<file path="src/rtl/pwm_audio_pkg.sv">
// rtl/pwm_audio_pkg.sv - shared constants and helpers for the PWM audio output
package pwm_audio_pkg;

  localparam int DEFAULT_WIDTH = 8;
  localparam int DEFAULT_DEPTH = 4;

  function automatic int midscale(input int width);
    return 1 << (width - 1);
  endfunction

endpackage

</file>
<file path="src/rtl/pwm_audio_out_sample_fifo.sv">
// rtl/pwm_audio_out_sample_fifo.sv - synchronous sample FIFO with level count
module sample_fifo
  import pwm_audio_pkg::*;
#(
  parameter int WIDTH = DEFAULT_WIDTH,
  parameter int DEPTH = DEFAULT_DEPTH
) (
  input  logic                     clk,
  input  logic                     rst,
  input  logic [WIDTH-1:0]         push_data,
  input  logic                     push,
  input  logic                     pop,
  output logic [WIDTH-1:0]         pop_data,
  output logic                     full,
  output logic                     empty,
  output logic [$clog2(DEPTH):0]   level
);

  localparam int AW = $clog2(DEPTH);
  localparam int LW = AW + 1;

  logic [WIDTH-1:0] mem [DEPTH];
  logic [AW-1:0]    wr_ptr;
  logic [AW-1:0]    rd_ptr;
  logic             do_push;
  logic             do_pop;

  assign full     = (level == LW'(DEPTH));
  assign empty    = (level == '0);
  assign do_push  = push & ~full;
  assign do_pop   = pop & ~empty;
  assign pop_data = mem[rd_ptr];

  // Storage carries no reset; validity is tracked entirely by the pointers and level.
  always_ff @(posedge clk) begin
    if (do_push) mem[wr_ptr] <= push_data;
  end

  always_ff @(posedge clk or posedge rst) begin
    if (rst) begin
      wr_ptr <= '0;
      rd_ptr <= '0;
      level  <= '0;
    end else begin
      if (do_push) wr_ptr <= wr_ptr + 1'b1;
      if (do_pop)  rd_ptr <= rd_ptr + 1'b1;
      case ({do_push, do_pop})
        2'b10:   level <= level + 1'b1;
        2'b01:   level <= level - 1'b1;
        default: level <= level;
      endcase
    end
  end

endmodule

</file>
<file path="src/rtl/pwm_audio_out.sv">
// rtl/pwm_audio_out.sv - FIFO-fed PWM audio DAC; PWM_SOFTMUTE_EN selects ramped mute
module pwm_audio_out
  import pwm_audio_pkg::*;
#(
  parameter int WIDTH = DEFAULT_WIDTH,
  parameter int DEPTH = DEFAULT_DEPTH
) (
  input  logic                     hwclk,
  input  logic                     reset,
  input  logic [WIDTH-1:0]         sample_in,
  input  logic                     sample_valid,
  output logic                     sample_ready,
  input  logic                     mute,
  output logic                     pwm_out,
  output logic                     period_start,
  output logic                     underflow,
  output logic [$clog2(DEPTH):0]   fifo_level
);

  localparam logic [WIDTH-1:0] MID = WIDTH'(midscale(WIDTH));

  logic [WIDTH-1:0] cnt;
  logic [WIDTH-1:0] duty;
  logic [WIDTH-1:0] next_duty;
  logic [WIDTH-1:0] head;
  logic             load;
  logic             pop;
  logic             full;
  logic             empty;
  logic             empty_at_load;

  assign load         = &cnt;
  assign pop          = load & ~empty;
  assign sample_ready = ~full;

  sample_fifo #(.WIDTH(WIDTH), .DEPTH(DEPTH)) u_fifo (
    .clk       (hwclk),
    .rst       (reset),
    .push_data (sample_in),
    .push      (sample_valid),
    .pop       (pop),
    .pop_data  (head),
    .full      (full),
    .empty     (empty),
    .level     (fifo_level)
  );

  always_comb begin
    next_duty = duty;
    if (mute) begin
`ifdef PWM_SOFTMUTE_EN
      if (duty > MID)      next_duty = duty - 1'b1;
      else if (duty < MID) next_duty = duty + 1'b1;
`else
      next_duty = MID;
`endif
    end else if (!empty) begin
      next_duty = head;
    end
  end

  // Reset counts as an empty-FIFO start so the first period after release flags underflow.
  always_ff @(posedge hwclk or posedge reset) begin
    if (reset) begin
      cnt           <= '0;
      duty          <= MID;
      pwm_out       <= 1'b0;
      period_start  <= 1'b0;
      underflow     <= 1'b0;
      empty_at_load <= 1'b1;
    end else begin
      cnt          <= cnt + 1'b1;
      pwm_out      <= (cnt < duty);
      period_start <= (cnt == '0);
      underflow    <= (cnt == '0) && empty_at_load;
      if (load) begin
        duty          <= next_duty;
        empty_at_load <= empty;
      end
    end
  end

endmodule

</file>
<file path="config.mk">
export PLATFORM = sky130hd
export DESIGN_NAME = pwm_audio_out
export DESIGN_NICKNAME = d
export VERILOG_FILES = /design/src/rtl/pwm_audio_pkg.sv /design/src/rtl/pwm_audio_out_sample_fifo.sv /design/src/rtl/pwm_audio_out.sv
export SDC_FILE = /design/constraint.sdc
export NUM_CORES = 1
export LEC_CHECK = 0
export ABC_AREA = 1
export CAP_MARGIN = 20
export CORE_MARGIN = 4
export CORE_UTILIZATION = 58
export DETAILED_ROUTE_END_ITERATION = 10
export HOLD_SLACK_MARGIN = 0.1
export PLACE_DENSITY = 0.83
export RECOVER_POWER = 50
export SLEW_MARGIN = 10
export SYNTH_ARGS = -nofsm -noshare
export SYNTH_HDL_FRONTEND = slang
export SYNTH_HIERARCHICAL = 1
export SYNTH_SLANG_ARGS = --single-unit
export TNS_END_PERCENT = 50
</file>
<file path="constraint.sdc">
create_clock -name hwclk -period 2.7 [get_ports hwclk]
set_input_delay 0.405 -clock hwclk [delete_from_list [all_inputs] [get_ports hwclk]]
set_output_delay 0.405 -clock hwclk [all_outputs]
set_load 0.05 [all_outputs]
</file>
==> results.yml <==
status:
  outcome: "finished, final reports clean"
clocking:
  clk_latency_ps: 340
  cts-root-buf: "clkbuf_8"
  clk_pin_slew_ps: 70
  clock_sinks: 59
  ctsHoldBuffers: 0
  cts_made_buffers: 9
  cts.repair.resized: 0
  cts_tree: "yes"
  post_cts_buffers: 0
  cts.path.max_buffers: 2
  h-tree-depth: 3
sta:
  whs_ps: 477
  finalClockSkew_ps: 11.1
  rsz0062_at_grt: "false"
  period_share_pct: 85.8
  hold_viol_final: 0
  finalMaxSlewViolations: 0
  max_freq_ghz: 0.432
  finalCriticalPeriod_ps: 2320
  setup_viol: 0
  slew_headroom_pct: 50.6
  tightest_slew_ps: 740
  timing.setup.tns_ps: 0
die:
  rows: 25
  start_util_pct: 60.6
  die_h_um: 78.5
  dieWidth_um: 78.5
  io_pins: 19
  coreArea_um2: 4750
  die_area_um2: 6160
layout:
  finalNetCount: 339
  n_antenna_cell: 0
  fin_area_um2: 3330
  synthToLayoutAreaGrowth_pct: 15.4
  drive_above_1_share_pct: 10.4
  final_common_cell: "nand2_1"
  final_cell_mix: "69 x nand2_1, 57 x inv_1, 32 x edfxtp_1, 25 x dfrtp_1, 17 x nor2_1"
setup_path:
  arrival_ps: 2540
  crit_fanout: 4
  critPathRequiredTime_ps: 2920
  cp-end-kind: "flip-flop"
  critical_path_class: "flip-flop to flip-flop"
  reg2regPathDepth: 14
  critPathLaunchType: "flip-flop"
pwr:
  leakagePower_nw: 1.60
  power-per-cell-area_nw_per_um2: 774
  peakVddDrop_v: 0.000758
synth:
  synth_area_um2: 2880
  synth.yosys.seq_area_share_pct: 56.9
  synth_top_cell_by_area: "edfxtp_1"
  synth_cell_types: 31
  synth_warnings: 6
  syn_avg_cell_area_um2: 10.1
  syn_nets: 311
  ys_seq_elements: 59
  synthTopCellsByArea: "edfxtp_1 33%, dfrtp_1 22%, nand2_1 8.9%, inv_1 7.4%, ha_1 6.1%"
  yosysTopAreaCellShare_pct: 33.3
  syn_inst: 284
grt:
  grt_pass1_vias: 1868
  antenna_found_initial: 0
  grt_max_degree: 34
  track_usage_pct: 18.7
  grt_pass1_wl_mm: 8.61
  grt_overflow: 0
flow_run:
  maxCapViolCount: 0
place:
  routabilityCongestion: 0.843
  hpwlAfterDp_mm: 3.39
  dpl_cell_area_um2: 3130
  port_buffers: 18
detailed_routing:
  drtPass1Iterations: 4
  viasPerCell: 4.95
  wirelength_mm: 5.03
  routedWlPerCell_um: 13.1
  drc: 0
  initialDrtViolationCount: 108
  vias: 1901
  ant_nets: 0
min_path:
  hold_path_class: "primary input to async pin"
-- critical path, cell delays in order (launching register included) --
cell	delay [ps]
dfrtp_1	410
ha_1	200
nand3_1	130
nor2_2	140
nand3_1	120
nor2_1	180
nand2_1	90
inv_1	60
ha_1	150
inv_1	70
fa_1	380
nand2_1	100
nand3_1	80
nand2_1	60
nand2_1	40
-- flip-flops by register name, summed over array words and instances, names as in the netlist --
signal / count
underflow: 1
u_fifo/level: 3
duty: 8
u_fifo/wr_ptr: 2
u_fifo/mem: 32
u_fifo/rd_ptr: 2
cnt: 8
pwm_out: 1
period_start: 1
empty_at_load: 1
-- layer usage --
metal,part of all wire (%),GRT usage (%),vias up
li1,-,-,970
met1,47,23.9,887
met2,47,29.9,37
met3,3.6,5.62,7
met4,1.6,7.34,0
met5,0,0,-
-- layout make-up --
class	instances	area [um2]
well taps	67	83.8
inverters	59	221
fillers	371	1430
clock inverters	7	92.6
flip-flops and latches	59	1640
multi-input cells	160	947
clock buffers	9	124
repair buffers	23	218
-- metrics by stage --
stage	instances	util, %	setup slack, ps	power, mW
6_report	384	69.9	383	2.57
5_1_grt	384	69.9	196	2.70
4_1_cts	384	70.4	382	2.60
3_5_place_dp	368	65.8	393	1.73
3_3_place_gp	368	65.8	463	1.70
2_1_floorplan	284	-	471	1.54
-- logic make-up (layout without fill, tap and decap cells) --
kind of cell / after synthesis / count (layout) / share of synthesized area, %
and+or+nand+nor: 115 / 115 / 19.3
buffers and inverters: 65 / 98 / 9.55
DFF: 59 / 59 / 56.9
AOI/OAI and AO/OA: 23 / 23 / 5.38
adders and majority gates: 15 / 15 / 6.77
xor gates and xnor gates: 7 / 7 / 2.13
-- synthesized netlist by cell type --
| cell | count |
|---|---|
| a21oi_1 | 4 |
| buf_2 | 2 |
| buf_4 | 1 |
| buf_6 | 2 |
| clkbuf_8 | 1 |
| dfrtp_1 | 25 |
| dfstp_2 | 2 |
| edfxtp_1 | 32 |
| fa_1 | 1 |
| ha_1 | 14 |
| inv_1 | 57 |
| inv_2 | 2 |
| nand2_1 | 68 |
| nand2_2 | 2 |
| nand2_4 | 1 |
| nand3_1 | 9 |
| nand3_2 | 2 |
| nand4_1 | 9 |
| nand4_4 | 1 |
| nor2_1 | 16 |
| nor2_2 | 2 |
| nor2_4 | 1 |
| nor2_8 | 1 |
| nor3_4 | 1 |
| nor3b_1 | 1 |
| o211ai_1 | 16 |
| o21ai_0 | 2 |
| o21ai_1 | 1 |
| or2_2 | 1 |
| xnor2_1 | 2 |
| xor2_1 | 5 |
-- report_power, final --
| group | switching (mW) | internal [mW] | total, mW |
|---|---|---|---|
| combinational | 0.366 | 0.182 | 0.548 |
| sequential | 0.0597 | 1.09 | 1.15 |
| clock | 0.357 | 0.516 | 0.872 |
| total | 0.782 | 1.79 | 2.57 |
-- path summary, 6_finish.rpt --
check	start	slack (ps)	end
max	cnt[1]	380	u_fifo/level[2]
max in group asynchronous	reset	1560	pwm_out
min	reset	480	u_fifo/rd_ptr[1]
max reg2reg	cnt[1]	380	u_fifo/level[2]
min in group hwclk	duty[7]	480	duty[7]
min reg2reg	duty[7]	480	duty[7]
No activity file was read; power rests on OpenSTA's default activity.
